===== config.mk =====
export PLATFORM = sky130hd
export DESIGN_NAME = led_pattern_sequencer_flat
export DESIGN_NICKNAME = d
export VERILOG_FILES = /design/src/rtl/led_pattern_sequencer_if.sv /design/src/rtl/led_pattern_sequencer.sv /design/src/flat_wrapper.sv
export SDC_FILE = /design/constraint.sdc
export NUM_CORES = 1
export LEC_CHECK = 0
export ABC_AREA = 1
export BUFFER_PORTS_ARGS = -buffer_cell sky130_fd_sc_hd__buf_4
export CAP_MARGIN = 15
export CORE_MARGIN = 3
export CORE_UTILIZATION = 54
export DETAILED_ROUTE_END_ITERATION = 6
export HOLD_SLACK_MARGIN = 0.06
export PLACE_DENSITY = 0.77
export SLEW_MARGIN = 20
export SYNTH_ARGS = -nofsm -noshare
export SYNTH_HDL_FRONTEND = slang
export SYNTH_SLANG_ARGS = --single-unit

===== constraint.sdc =====
create_clock -name clk -period 1.89 [get_ports clk]
set_input_delay 0.378 -clock clk [delete_from_list [all_inputs] [get_ports clk]]
set_output_delay 0.378 -clock clk [all_outputs]
set_load 0.1 [all_outputs]

===== src/rtl/led_pattern_sequencer_if.sv =====
// Pattern RAM read port: enable and word address out, read data back.
// Data returns one cycle after an enabled edge; no handshake beyond en.
// The RAM cannot stall, so the port has no ready signal.
interface led_pattern_sequencer_if #(
  parameter int ADDR_W = 12,
  parameter int DATA_W = 4
);
  logic              en;
  logic [ADDR_W-1:0] addr;
  logic [DATA_W-1:0] data;

  modport master (output en, output addr, input data);
  modport slave  (input en, input addr, output data);
endinterface


===== src/rtl/led_pattern_sequencer.sv =====
// Steps a read pointer through [lo..hi] and shows each fetched pattern word on the LEDs.
// Latency: LEDs update two edges after the edge that enters READ; step period is PRESCALE+2 cycles.
// No backpressure: the RAM answers in fixed time; run=0 stops the sequence after the current read.
module led_pattern_sequencer #(
  parameter int ADDR_W   = 12,
  parameter int DATA_W   = 4,
  parameter int PRESCALE = 4
) (
  input  logic                       clk,
  input  logic                       rst_n,
  input  logic                       run_i,
  input  logic                       dir_i,
  input  logic [ADDR_W-1:0]          base_addr_i,
  input  logic [ADDR_W-1:0]          last_addr_i,
  led_pattern_sequencer_if.master    rom,
  output logic [DATA_W-1:0]          leds_o,
  output logic                       wrap_o,
  output logic                       busy_o
);

  localparam int CNT_W = (PRESCALE > 1) ? $clog2(PRESCALE) : 1;
  localparam logic [CNT_W-1:0] CNT_LAST = CNT_W'(PRESCALE - 1);

  typedef enum logic [1:0] {IDLE, READ, CAPTURE, COUNT} state_t;

  state_t              state_q, state_d;
  logic [ADDR_W-1:0]   lo_q, lo_d;
  logic [ADDR_W-1:0]   hi_q, hi_d;
  logic [ADDR_W-1:0]   ptr_q, ptr_d;
  logic [CNT_W-1:0]    cnt_q, cnt_d;
  logic [DATA_W-1:0]   leds_q, leds_d;
  logic [ADDR_W-1:0]   rom_addr_q, rom_addr_d;
  logic                rom_en_q, rom_en_d;
  logic                wrap_q, wrap_d;
  logic                busy_q, busy_d;

  // State and output registers; reset clears every output immediately.
  always_ff @(posedge clk or negedge rst_n) begin
    if (!rst_n) begin
      state_q    <= IDLE;
      lo_q       <= '0;
      hi_q       <= '0;
      ptr_q      <= '0;
      cnt_q      <= '0;
      leds_q     <= '0;
      rom_addr_q <= '0;
      rom_en_q   <= 1'b0;
      wrap_q     <= 1'b0;
      busy_q     <= 1'b0;
    end else begin
      state_q    <= state_d;
      lo_q       <= lo_d;
      hi_q       <= hi_d;
      ptr_q      <= ptr_d;
      cnt_q      <= cnt_d;
      leds_q     <= leds_d;
      rom_addr_q <= rom_addr_d;
      rom_en_q   <= rom_en_d;
      wrap_q     <= wrap_d;
      busy_q     <= busy_d;
    end
  end

  // Next-state logic; outputs are decoded from the next state so they line up with it.
  always_comb begin
    state_d = state_q;
    lo_d    = lo_q;
    hi_d    = hi_q;
    ptr_d   = ptr_q;
    cnt_d   = cnt_q;
    leds_d  = leds_q;
    wrap_d  = 1'b0;

    case (state_q)
      IDLE: begin
        if (run_i) begin
          lo_d = base_addr_i;
          hi_d = last_addr_i;
          // An empty or inverted window pins the pointer at lo in both directions.
          ptr_d   = (!dir_i || (last_addr_i <= base_addr_i)) ? base_addr_i : last_addr_i;
          state_d = READ;
        end
      end
      READ: state_d = CAPTURE;
      CAPTURE: begin
        leds_d  = rom.data;
        cnt_d   = '0;
        state_d = COUNT;
      end
      COUNT: begin
        if (!run_i) begin
          state_d = IDLE;
        end else if (cnt_q == CNT_LAST) begin
          state_d = READ;
          // Wrap comes from the window compare, never from address overflow.
          if (hi_q <= lo_q) begin
            ptr_d  = lo_q;
            wrap_d = 1'b1;
          end else if (!dir_i) begin
            if (ptr_q == hi_q) begin
              ptr_d  = lo_q;
              wrap_d = 1'b1;
            end else begin
              ptr_d = ptr_q + ADDR_W'(1);
            end
          end else begin
            if (ptr_q == lo_q) begin
              ptr_d  = hi_q;
              wrap_d = 1'b1;
            end else begin
              ptr_d = ptr_q - ADDR_W'(1);
            end
          end
        end else begin
          cnt_d = cnt_q + CNT_W'(1);
        end
      end
      default: state_d = IDLE;
    endcase

    rom_en_d   = (state_d == READ);
    rom_addr_d = (state_d == READ) ? ptr_d : rom_addr_q;
    busy_d     = (state_d != IDLE);
  end

  assign rom.en   = rom_en_q;
  assign rom.addr = rom_addr_q;
  assign leds_o   = leds_q;
  assign wrap_o   = wrap_q;
  assign busy_o   = busy_q;

endmodule


===== src/flat_wrapper.sv =====
// flat-port wrapper written by rule: the top's interface ports become plain ports
module led_pattern_sequencer_flat 
#(
  parameter int ADDR_W   = 12,
  parameter int DATA_W   = 4,
  parameter int PRESCALE = 4
)
  (clk, rst_n, run_i, dir_i, base_addr_i, last_addr_i, leds_o, wrap_o, busy_o, rom_en, rom_addr, rom_data);
  led_pattern_sequencer_if #(.ADDR_W(ADDR_W), .DATA_W(DATA_W)) rom_i ();
  input  logic clk;
  input  logic rst_n;
  input  logic run_i;
  input  logic dir_i;
  input  logic [ADDR_W-1:0] base_addr_i;
  input  logic [ADDR_W-1:0] last_addr_i;
  output logic [DATA_W-1:0] leds_o;
  output logic wrap_o;
  output logic busy_o;
  output wire logic [$bits(rom_i.en)-1:0] rom_en;
  output wire logic [$bits(rom_i.addr)-1:0] rom_addr;
  input wire logic [$bits(rom_i.data)-1:0] rom_data;
  assign rom_en = rom_i.en;
  assign rom_addr = rom_i.addr;
  assign rom_i.data = rom_data;
  led_pattern_sequencer #(.ADDR_W(ADDR_W), .DATA_W(DATA_W), .PRESCALE(PRESCALE)) u_core (.clk(clk), .rst_n(rst_n), .run_i(run_i), .dir_i(dir_i), .base_addr_i(base_addr_i), .last_addr_i(last_addr_i), .rom(rom_i), .leds_o(leds_o), .wrap_o(wrap_o), .busy_o(busy_o));
endmodule

==> reports/metrics.csv, run 1 <==
stage,metric,value,unit
critical_path,crit end category,flip-flop,
sta,Final setup viols,25,
detailed_routing,DR pass1 iterations,5,
layout,fin nets,1000,
global_routing,largest net degree at the start of global routing,38,
worst_hold_path,Hold EP,u_core.leds_o[0],
floorplanning,# IOs,51,
synth,main area contributors after synthesis,"dfrtp_1 30%, nand2_1 22%, ha_1 7.6%, nand3_1 7.6%, a21oi_1 6.8%",
layout,"most common cell after layout, fill and taps aside",nand2_1,
clock_network,clk sinks,59,
clock_network,clk root buf,clkbuf_8,
floorplanning,row count,34,
power,Max IR drop VDD,1.99,mV
synth,"Top FF cell, synth",dfrtp_1,
layout,register area,1480,µm²
sta,Final Hold Vio Count,0,
global_routing,GRT Util Overall,36.4,%
layout,fin util,79.5,%
outcome,status,"complete, but fails checks",
placement,Post-DP Area,6340,µm²
detailed_routing,DR DRC count,0,
global_routing,vias in the first global route,5676,
synth,cell taking the most area after synthesis,dfrtp_1,
sta,total negative slack,-5.82,ns
synth,syn_nets,826,
placement,Port Buf Inserts,50,
global_routing,GR peak layer,met2,
synth,Synth Warn #,0,
synth,Post-Syn Instances,764,
global_routing,met1 Usage GRT,46.6,%
critical_path,CP max FO,7,
synth,Mapped Area,4910,µm²
critical_path,critical path launch point type,flip-flop,
placement,DP Worst Slack,-0.549,ns
detailed_routing,vias per std cell,5.66,
layout,most frequent cells in the layout,"269 x nand2_1, 181 x buf_4, 67 x nand3_1",
power,Int Pwr,6.62,mW
critical_path,R2R Setup Slk,-0.32,ns
worst_hold_path,Hold Crit Class,input port to flip-flop,
global_routing,initial antenna violation count,0,
detailed_routing,Final ANT Viol Nets,0,
clock_network,Num CTS Buffers,9,
power,clock network fraction of design power,8.7,%
sta,final hold slack,0.212,ns
detailed_routing,DR vias,5945,
critical_path,FF-to-FF End,u_core.rom.addr[8],
layout,share of cells above drive strength 1,32.7,%
layout,final cell count without fillers,1051,
sta,Setup Skew,0.0168,ns
sta,Least-Margin Pin Slew,0.425,ns
synth,top cell type's share of synthesized area,30.0,%
global_routing,first-pass GRT wire length,28600,µm
floorplanning,die height,101,µm
synth,sequential share of the synthesized area,30.0,%
clock_network,Clock Tree Buf Depth,2,
clock_network,clk_lat worst skew,0.37,ns
global_routing,met3 Track Usage GR,6.13,%
sta,RSZ-0062 raised after global routing,yes,
critical_path,crit path DAT,2.46,ns
layout,synthesis-to-finish area growth,41.8,%
power,Sequential Power Share,17.5,%
power,Leakage,3.69,nW
synth,Mean Syn Cell Area,6.43,µm²
synth,count of flip-flops with a built-in enable after synthesis,0,
worst_hold_path,WHS Path Cells,3,
detailed_routing,drt total wl,18400,µm
critical_path,R2R depth,17,
floorplanning,Die Wd,101,µm
sta,fmax,452,MHz
clock_network,"CTS clk-pin slew, worst paths",0.08,ns
power,Design Power,14.4,mW
placement,RePlAce Congestion,0.999,
placement,dpl hpwl,13900,µm
sta,worst setup margin,-0.320,ns
synth,post-synthesis async set-or-reset flop share,100,%
global_routing,GRT Residual Overflow,0,
floorplanning,Initial Utilization,56.1,%
synth,flip-flop and latch count after synthesis,59,
sta,min Tclk post-route,2.21,ns
clock_network,TritonCTS clock tree,built,
synth,distinct cell type count after synthesis,37,
power,pwr dens,2070,nW/µm²
critical_path,worst r2r src,u_core.lo_q[11],
power,part of the power in combinational logic,73.9,%
power,Switching Fraction,54.0,%
power,switching power,7.78,mW
global_routing,GR Util met2,59.5,%
clock_network,CTS HTree Levels,3,
sta,Tcrit/Tclk final,117,%
sta,slew margin rel.,71.7,%
worst_hold_path,Hold Path Origin,rom_data[0],
layout,area of the multi-input gates,3300,µm²
layout,fillers,627,
layout,cell area after layout,6970,µm²
detailed_routing,WL per Instance,17.5,µm
floorplanning,DIE AREA,10300,µm²
layout,Ant. Diodes,0,
outcome,violated checks,setup timing,
placement,placed cell count,1025,
detailed_routing,DRT iter0 DRCs,509,
flow_run,Max-Cap Viols,0,
floorplanning,core area,8760,µm²
critical_path,Required @ worst endpoint,2.14,ns
critical_path,critical path type,flip-flop to flip-flop,
sta,Max Transition Viols Final,0,
==> worst max-delay path by stage <==
| stage | startpoint | to | slack (ns) | cells after the start |
|---|---|---|---|---|
| global placement | base_addr_i[7] | u_core.rom.addr[8] | -0.52 | 14 |
| detailed placement | base_addr_i[7] | u_core.rom.addr[8] | -0.55 | 14 |
| floorplan | u_core.lo_q[10] | u_core.rom.addr[0] | -0.07 | 16 |
| CTS | u_core.hi_q[11] | u_core.rom.addr[1] | -0.27 | 16 |
| global route | u_core.hi_q[2] | u_core.rom.addr[0] | -0.41 | 15 |
| finish | u_core.lo_q[11] | u_core.rom.addr[8] | -0.32 | 17 |
==> registers in the layout (all words and copies together) (netlist names) <==
register,cells
u_core.cnt_q,2
u_core.ptr_q,12
u_core.wrap_o,1
u_core.rom.en,1
u_core.lo_q,12
u_core.busy_o,1
u_core.rom.addr,12
u_core.state_q,2
u_core.leds_o,4
u_core.hi_q,12
==> power by group through the flow <==
| stage | clock, mW | sequential [mW] | combinational [mW] |
|---|---|---|---|
| 6_report | 1.25 | 2.51 | 10.6 |
| 3_5_place_dp | 0 | 2.47 | 9.13 |
| 5_1_grt | 1.31 | 2.56 | 11.4 |
| 2_1_floorplan | 0 | 3.58 | 4.71 |
| 4_1_cts | 1.26 | 2.46 | 9.78 |
| 3_3_place_gp | 0 | 2.44 | 8.93 |
==> Yosys cell counts (2+ instances only) <==
cell,number
a21boi_1,12
a21oi_1,67
buf_1,2
buf_2,7
buf_4,4
buf_6,6
clkbuf_1,13
clkinv_2,2
dfrtp_1,59
ha_1,30
inv_1,63
inv_2,8
inv_4,3
mux2_2,2
nand2_1,288
nand2_2,4
nand3_1,75
nand4_1,13
nor2_1,55
nor2_2,4
nor2_4,2
nor3_1,2
o21ai_0,18
xnor2_1,4
xor2_1,9
==> layout make-up <==
class / count / area share [%]
multi-input cells: 596 / 47.3
repair buffers: 194 / 22.1
flip-flops and latches: 59 / 21.2
inverters: 78 / 4.45
well taps: 108 / 1.94
clock buffers: 9 / 1.78
clock inverters: 7 / 1.18
==> metal layers <==
metal	share of wire (%)	vias up
li1	-	2806
met1	39	2736
met2	48	338
met3	8.9	65
met4	4.2	0
met5	0	-
==> critical path, cell delays in order (launching register included) <==
cell and delay [ns]:
dfrtp_1 0.38, inv_2 0.07, ha_4 0.28, nand2_4 0.07, buf_6 0.11, a21oi_2 0.09, nor2_1 0.06, nand2_2 0.10
nor2_4 0.05, nor2_4 0.13, buf_6 0.14, nand2_8 0.09, a21oi_4 0.17, nand2_1 0.07, nand2_1 0.08, nand2_1 0.06
nand3_1 0.09, nand2_1 0.06
==> what timing repair did <==
item,CTS,global route
cloned,1,0
gates resized for setup,39,47
setup buffers,4,4
hold buffers,1,0
setup endpoints to repair,25,25
endpoints found under the hold margin,22,0
pin swaps,14,21
==> logic make-up (layout without fill, tap and decap cells) <==
kind of cell | count (synthesis) | after routing | synth area share [%]
buffers and inverters | 110 | 288 | 10.1
adder cells (fa/ha/maj) | 30 | 30 | 7.64
AO/OA/AOI/OAI | 103 | 103 | 11.3
XOR/XNOR | 13 | 13 | 2.32
multiplexers | 2 | 2 | 0.458
flip-flops | 59 | 59 | 30.0
AND/OR/NAND/NOR | 447 | 448 | 38.1
No activity file was read; power rests on OpenSTA's default activity.
==> inputs of run 2 (changes only) <==
--- a/config.mk
+++ b/config.mk
@@ -5,11 +5,12 @@
 export SDC_FILE = /design/constraint.sdc
 export NUM_CORES = 1
 export LEC_CHECK = 0
-export ABC_AREA = 1
+export ABC_AREA = 0
 export BUFFER_PORTS_ARGS = -buffer_cell sky130_fd_sc_hd__buf_4
 export CAP_MARGIN = 15
 export CORE_MARGIN = 3
 export CORE_UTILIZATION = 54
+export CTS_CLUSTER_SIZE = 30
 export DETAILED_ROUTE_END_ITERATION = 6
 export HOLD_SLACK_MARGIN = 0.06
 export PLACE_DENSITY = 0.77
==> run 2 against run 1 <==
  * The flow still finishes with violations (setup timing)
  * Cell area increased by 0.99%
  * Global-route usage decreased by 0.42 points
  * Area after synthesis down 4.8%
  * Critical endpoint is now u_core.rom.addr[0]
  * Core utilization grew 5.3 points
  * Final cell count fell by 24%
==> reports/metrics.csv, run 2 <==
stage,metric,value,unit,change
detailed_routing,vias per std cell,6.96,,+23%
floorplanning,DIE AREA,9820,µm²,-4.5%
placement,RePlAce Congestion,0.962,,-3.7%
placement,Port Buf Inserts,50,,unchanged
synth,top cell type's share of synthesized area,31.5,%,+1.5 points
synth,distinct cell type count after synthesis,52,,+41%
power,pwr dens,2060,nW/µm²,-0.46%
layout,synthesis-to-finish area growth,50.4,%,
layout,fillers,386,,-38%
floorplanning,# IOs,51,,unchanged
outcome,status,"complete, but fails checks",,
synth,Synth Warn #,0,,unchanged
floorplanning,row count,33,,-2.9%
global_routing,vias in the first global route,5198,,-8.4%
synth,Post-synth top cells,"59 x dfrtp_1, 49 x inv_1, 46 x nand2_1",,
floorplanning,Die Wd,99.1,µm,-2.3%
synth,flip-flop and latch count after synthesis,59,,unchanged
sta,Final Hold Vio Count,0,,unchanged
detailed_routing,DR DRC count,0,,unchanged
layout,fin nets,749,,-25%
global_routing,largest net degree at the start of global routing,60,,+58%
sta,min Tclk post-route,2.69,ns,+0.477 ns
power,Max IR drop VDD,0.831,mV,-58%
outcome,violated checks,setup timing,,
clock_network,CTS HTree Levels,3,,unchanged
clock_network,CTS Hold Bufs,0,,-1
synth,"Top FF cell, synth",dfrtp_1,,
floorplanning,Initial Utilization,56.4,%,+0.32 points
critical_path,critical path type,flip-flop to flip-flop,,
clock_network,Clock Tree Buf Depth,2,,unchanged
detailed_routing,Final ANT Viol Nets,0,,unchanged
sta,fmax,372,MHz,-18%
synth,cell with the most instances after synthesis,dfrtp_1,,
sta,RSZ-0062 raised after global routing,yes,,
placement,DP Worst Slack,-0.859,ns,-0.310 ns
synth,Post-Syn Instances,515,,-33%
power,switching power,7.21,mW,-7.3%
layout,most frequent cells in the layout,"181 x buf_4, 54 x dfrtp_1, 44 x nand2_1",,
sta,Setup Skew,0.0195,ns,+0.00266 ns
global_routing,initial antenna violation count,0,,unchanged
sta,slew margin rel.,48.1,%,-24 points
detailed_routing,DR pass1 iterations,7,,+2
clock_network,TritonCTS clock tree,built,,
global_routing,first-pass GRT wire length,27500,µm,-3.7%
detailed_routing,WL per Instance,25.7,µm,+47%
global_routing,GRT Util Overall,36.0,%,-0.42 points
critical_path,Required @ worst endpoint,2.14,ns,about the same
power,part of the power in combinational logic,74.1,%,+0.2 points
layout,Ant. Diodes,0,,unchanged
critical_path,CP max FO,4,,-3
critical_path,crit path DAT,2.94,ns,+0.48 ns
power,clock network fraction of design power,9.9,%,+1.2 points
synth,Mapped Area,4680,µm²,-4.8%
synth,sequential share of the synthesized area,31.5,%,+1.5 points
sta,Final setup viols,26,,+4.0%
layout,"most common cell after layout, fill and taps aside",buf_4,,
sta,worst setup margin,-0.797,ns,-0.477 ns
synth,main area contributors after synthesis,"dfrtp_1 32%, ha_1 8.0%, xnor2_1 4.7%, inv_1 3.9%, nand2_1 3.7%",,
worst_hold_path,Hold Crit Class,input port to async pin,,
power,Leakage,3.25,nW,-12%
power,Sequential Power Share,16.0,%,-1.5 points
clock_network,clk_lat worst skew,0.37,ns,about the same
synth,cell taking the most area after synthesis,dfrtp_1,,
floorplanning,die height,99.1,µm,-2.3%
global_routing,GRT Residual Overflow,0,,unchanged
critical_path,crit end category,flip-flop,,
detailed_routing,DR vias,5549,,-6.7%
synth,count of flip-flops with a built-in enable after synthesis,0,,unchanged
layout,share of cells above drive strength 1,46.7,%,+14 points
critical_path,critical path launch point type,flip-flop,,
sta,Tcrit/Tclk final,142,%,+25 points
sta,Least-Margin Pin Slew,0.779,ns,+0.354 ns
clock_network,clk sinks,59,,unchanged
sta,Max Transition Viols Final,0,,unchanged
clock_network,clk root buf,clkbuf_8,,
power,Int Pwr,7.26,mW,+9.8%
floorplanning,core area,8300,µm²,-5.3%
critical_path,R2R depth,8,,-9
flow_run,Max-Cap Viols,0,,unchanged
synth,Mean Syn Cell Area,9.09,µm²,+41%
power,Switching Fraction,49.8,%,-4.2 points
synth,syn_nets,577,,-30%
placement,dpl hpwl,11400,µm,-18%
detailed_routing,DRT iter0 DRCs,794,,+56%
sta,final hold slack,0.0847,ns,-0.128 ns
detailed_routing,drt total wl,20500,µm,+11%
synth,post-synthesis async set-or-reset flop share,100,%,unchanged
clock_network,Num CTS Buffers,9,,unchanged
clock_network,"CTS clk-pin slew, worst paths",0.09,ns,about the same
run 2: changes by cell type after synthesis, sizes merged, moves of 11 or more:
cell	before	now
a21boi	12	0
a21oi	67	27
a221oi	0	15
inv	75	50
mux2	2	17
mux2i	0	11
nand2	292	46
nand3	76	7
nor2	61	16
o211ai	0	17
o21a	0	17
xnor2	4	25
run 2: logic make-up (layout without fill, tap and decap cells):
family	after synthesis	after routing	synth area share, %
xor gates and xnor gates	43	43	8.05
buffers and inverters	84	261	7.62
AOI/OAI and AO/OA	148	148	24.5
adders and majority gates	30	30	8.02
DFF	59	59	31.5
muxes	28	28	7.00
and+or+nand+nor	123	123	13.3
run 2: timing repair:
item / 4_1_cts / 5_1_grt
buffers inserted: 11 / 7
gates resized for setup: 45 / 38
cloned: 0 / 1
endpoints found under the setup margin: 29 / 30
pin swaps: 20 / 26
run 2: per-stage QoR:
stage / instances / utilization [%] / power [mW] / TNS [ns] / cell area [µm²]
2_1_floorplan: 515 / - / 7.34 / -6.44 / 4850
3_3_place_gp: 762 / 74.3 / 10.1 / -13.62 / 6170
3_5_place_dp: 762 / 74.3 / 10.4 / -15.15 / 6170
4_1_cts: 789 / 81.3 / 12.7 / -10.90 / 6750
5_1_grt: 797 / 84.8 / 14.8 / -16.70 / 7040
6_report: 797 / 84.8 / 14.5 / -16.74 / 7040
run 2: worst paths after layout:
kind | slack, ns | start | end
min | 0.08 | rst_n | u_core.rom.addr[6]
max reg2reg | -0.80 | u_core.lo_q[6] | u_core.rom.addr[0]
max | -0.80 | u_core.lo_q[6] | u_core.rom.addr[0]
min in group clk | 0.26 | rom_data[3] | u_core.leds_o[3]
max in group asynchronous | 1.23 | rst_n | u_core.lo_q[11]
min reg2reg | 0.52 | u_core.rom.addr[7] | u_core.rom.addr[7]
run 2: worst max-delay path: stages (launching register included):
cell	delay, ns
dfrtp_1	0.46
inv_2	0.09
ha_4	0.29
nand4_1	0.20
a211o_1	0.39
a211oi_4	0.36
mux2i_1	0.31
o221ai_2	0.18
mux2_4	0.29
run 2: final cells by class:
| cell class | count | area, µm² | area share [%] |
|---|---|---|---|
| clock buffers | 13 | 169 | 2.40 |
| repair buffers | 195 | 1590 | 22.6 |
| inverters | 50 | 208 | 2.95 |
| well taps | 105 | 131 | 1.87 |
| clock inverters | 3 | 68.8 | 0.978 |
| multi-input cells | 372 | 3390 | 48.1 |
| flip-flops and latches | 59 | 1480 | 21.1 |
run 2: metal layers:
layer	up-vias	share of wire [%]	track usage, %
met5	-	0	0
li1	2214	-	-
met1	2565	33	45.1
met4	0	8.7	17.3
met2	559	44	59.0
met3	211	14	7.78
run 2: power by group through the flow:
| stage | logic (mW) | clock network (mW) | registers (mW) |
|---|---|---|---|
| final | 10.7 | 1.44 | 2.31 |
| after detailed placement | 8.25 | 0 | 2.17 |
| after CTS | 9.17 | 1.40 | 2.17 |
| after floorplan | 4.23 | 0 | 3.11 |
| after global routing | 11.0 | 1.47 | 2.32 |
| after global placement | 8.01 | 0 | 2.13 |
==> inputs of run 3 (changes only) <==
--- a/config.mk
+++ b/config.mk
@@ -5,15 +5,15 @@
 export SDC_FILE = /design/constraint.sdc
 export NUM_CORES = 1
 export LEC_CHECK = 0
-export ABC_AREA = 0
+export ABC_AREA = 1
 export BUFFER_PORTS_ARGS = -buffer_cell sky130_fd_sc_hd__buf_4
 export CAP_MARGIN = 15
-export CORE_MARGIN = 3
-export CORE_UTILIZATION = 54
+export CORE_MARGIN = 10
+export CORE_UTILIZATION = 60
 export CTS_CLUSTER_SIZE = 30
 export DETAILED_ROUTE_END_ITERATION = 6
 export HOLD_SLACK_MARGIN = 0.06
-export PLACE_DENSITY = 0.77
+export PLACE_DENSITY = 0.81
 export SLEW_MARGIN = 20
 export SYNTH_ARGS = -nofsm -noshare
 export SYNTH_HDL_FRONTEND = slang
==> constraint.sdc (replaced) <==
create_clock -name clk -period 3.4 [get_ports clk]
set_input_delay 0.68 -clock clk [delete_from_list [all_inputs] [get_ports clk]]
set_output_delay 0.68 -clock clk [all_outputs]
set_load 0.1 [all_outputs]
==> run 3 against run 2 <==
  * The run now ends clean
  * Total power decreased by 56%
  * Sequential power decreased by 30%
  * Sequential cell count unchanged
  * Routed wire length decreased by 20%
  * Setup slack improved by 1.5 ns
  * Clock skew decreased by 0.0048 ns
  * First-iteration DRC count decreased by 26%
  * Maximum frequency increased by 0.49%
==> reports/metrics.csv, run 3 (synthesized netlist as in run 1, its figures left out) <==
stage,metric,value,unit,change
placement,DP Worst Slack,0.501,ns,+1.36 ns
critical_path,CP max FO,13,,+9
critical_path,CP peak stage delay,0.47,ns,about the same
sta,total negative slack,0,ns,+16.74 ns
critical_path,R2R Setup Slk,0.73,ns,+1.52 ns
clock_network,"CTS clk-pin slew, worst paths",0.08,ns,about the same
detailed_routing,WL per Instance,18.1,µm,-30%
clock_network,Num CTS Buffers,9,,unchanged
power,Leakage,2.94,nW,-9.5%
sta,Least-Margin Pin Slew,0.975,ns,+0.197 ns
clock_network,# Post-CTS Setup Buffers,0,,-11
detailed_routing,DRT iter0 DRCs,591,,-26%
critical_path,most numerous cell on the critical path,nand2_1,,
layout,Ant. Diodes,0,,unchanged
sta,slew margin rel.,34.8,%,-13 points
placement,Port Buf Inserts,50,,unchanged
clock_network,Clock Tree Buf Depth,2,,unchanged
layout,synthesis-to-finish area growth,11.6,%,
sta,Setup Skew,0.0147,ns,-0.00478 ns
global_routing,initial antenna violation count,0,,unchanged
detailed_routing,drt total wl,16300,µm,-20%
floorplanning,row count,32,,-3.0%
flow_run,Max-Cap Viols,0,,unchanged
placement,placed cell count,888,,+17%
detailed_routing,vias per std cell,5.91,,-15%
critical_path,"CP delay by family, top",simple AND/OR/NAND/NOR gates,,
floorplanning,Initial Utilization,62.6,%,+6.2 points
critical_path,worst r2r src,u_core.lo_q[9],,
global_routing,vias in the first global route,4991,,-4.0%
sta,Final setup viols,0,,-100%
layout,fillers,715,,+85%
critical_path,"Slowest-stage cell, CP",dfrtp_1,,
critical_path,critical path type,flip-flop to flip-flop,,
critical_path,critical path launch point type,flip-flop,,
global_routing,GRT Util Overall,25.4,%,-11 points
layout,share of cells above drive strength 1,12.2,%,-34 points
clock_network,CTS Hold Bufs,0,,unchanged
sta,worst setup margin,0.726,ns,+1.52 ns
sta,Tcrit/Tclk final,78.6,%,-64 points
placement,dpl hpwl,12600,µm,+10%
placement,RePlAce Congestion,1.04,,+8.5%
floorplanning,# IOs,51,,unchanged
floorplanning,Die Wd,111,µm,+12%
floorplanning,DIE AREA,12200,µm²,+24%
critical_path,Worst Path Buf+Inv,1,,unchanged
layout,final cell count without fillers,903,,+13%
critical_path,FF-to-FF End,u_core.rom.addr[0],,
clock_network,clk sinks,59,,unchanged
floorplanning,die height,111,µm,+12%
clock_network,clk root buf,clkbuf_8,,
floorplanning,core area,7850,µm²,-5.4%
critical_path,CP cell instances,inv_1 > ha_1 > nand2_1 > nor2_1 > nand2_1 > a21oi_1 > nor2_1 > nor2_2 > nand2_2 > a21oi_1 > o21ai_1 > nand2_1 > nand2_1 > nand3_1 > nand2_1,,
power,Design Power,6.41,mW,-56%
global_routing,GRT Residual Overflow,0,,unchanged
power,pwr dens,1170,nW/µm²,-43%
detailed_routing,DR pass1 iterations,6,,-1
sta,RSZ-0062 raised after global routing,no,,
critical_path,R2R depth,15,,+7
critical_path,Critical Path Stages,15,,+7
critical_path,Required @ worst endpoint,3.64,ns,+1.50 ns
detailed_routing,Final ANT Viol Nets,0,,unchanged
detailed_routing,DR DRC count,0,,unchanged
outcome,status,"complete, no violations",,
layout,"most common cell after layout, fill and taps aside",nand2_1,,
layout,fin nets,859,,+15%
global_routing,first-pass GRT wire length,25800,µm,-6.4%
layout,fin util,69.9,%,-15 points
clock_network,clk_lat worst skew,0.35,ns,-0.02 ns
detailed_routing,DR vias,5339,,-3.8%
layout,most frequent cells in the layout,"288 x nand2_1, 75 x nand3_1, 67 x a21oi_1",,
worst_hold_path,Hold Crit Class,input port to async pin,,
power,Max IR drop VDD,0.885,mV,+6.6%
sta,fmax,374,MHz,+0.49%
global_routing,largest net degree at the start of global routing,60,,unchanged
sta,Final Hold Vio Count,0,,unchanged
critical_path,crit end category,flip-flop,,
critical_path,crit path DAT,2.91,ns,-0.03 ns
clock_network,TritonCTS clock tree,built,,
sta,min Tclk post-route,2.67,ns,-0.0130 ns
sta,Max Transition Viols Final,0,,unchanged
clock_network,Resize count post-CTS,0,,-100%
clock_network,CTS HTree Levels,3,,unchanged
==> run 3: how the worst max path moves through the flow <==
stage                         start                  to  slack, ns
CTS                 base_addr_i[11]  u_core.rom.addr[2]       0.82
floorplan           base_addr_i[11]  u_core.rom.addr[9]       1.13
finish               u_core.lo_q[9]  u_core.rom.addr[0]       0.73
global placement    base_addr_i[11]  u_core.rom.addr[4]       0.57
detailed placement  base_addr_i[11]  u_core.rom.addr[2]       0.50
global route        base_addr_i[11]  u_core.rom.addr[0]       0.61
==> run 3: stage by stage <==
stage          hold WS, ns  cell area [µm²]
3_3_place_gp         0.457             5260
3_5_place_dp         0.468             5260
4_1_cts              0.428             5480
6_report             0.395             5480
5_1_grt              0.452             5480
2_1_floorplan        0.384             4910
==> run 3: power by group <==
| part | internal, mW | switching [mW] |
|---|---|---|
| Sequential | 1.05 | 0.562 |
| Combinational | 1.21 | 2.86 |
| Clock | 0.449 | 0.285 |
| Total | 2.70 | 3.71 |
==> run 3: layout make-up <==
cell class	count	area [µm²]	share of cell area [%]
clock buffers	11	151	2.76
clock inverters	4	73.8	1.35
inverters	78	308	5.61
multi-input cells	595	2940	53.6
flip-flops and latches	59	1480	26.9
well taps	102	128	2.33
repair buffers	54	405	7.39
==> run 3: worst register-to-register path: stages (launching register included) <==
cell,delay (ns)
dfrtp_1,0.47
inv_1,0.17
ha_1,0.32
nand2_1,0.06
nor2_1,0.17
nand2_1,0.11
a21oi_1,0.13
nor2_1,0.07
nor2_2,0.11
nand2_2,0.23
a21oi_1,0.21
o21ai_1,0.16
nand2_1,0.12
nand2_1,0.06
nand3_1,0.11
nand2_1,0.07
==> run 3: metal layers <==
layer	wire length, µm	part of all wire, %	GRT usage [%]
met1	6490	40	32.5
met2	7380	45	40.1
met3	1750	11	5.40
met4	674	4.1	11.0
met5	0	0	0
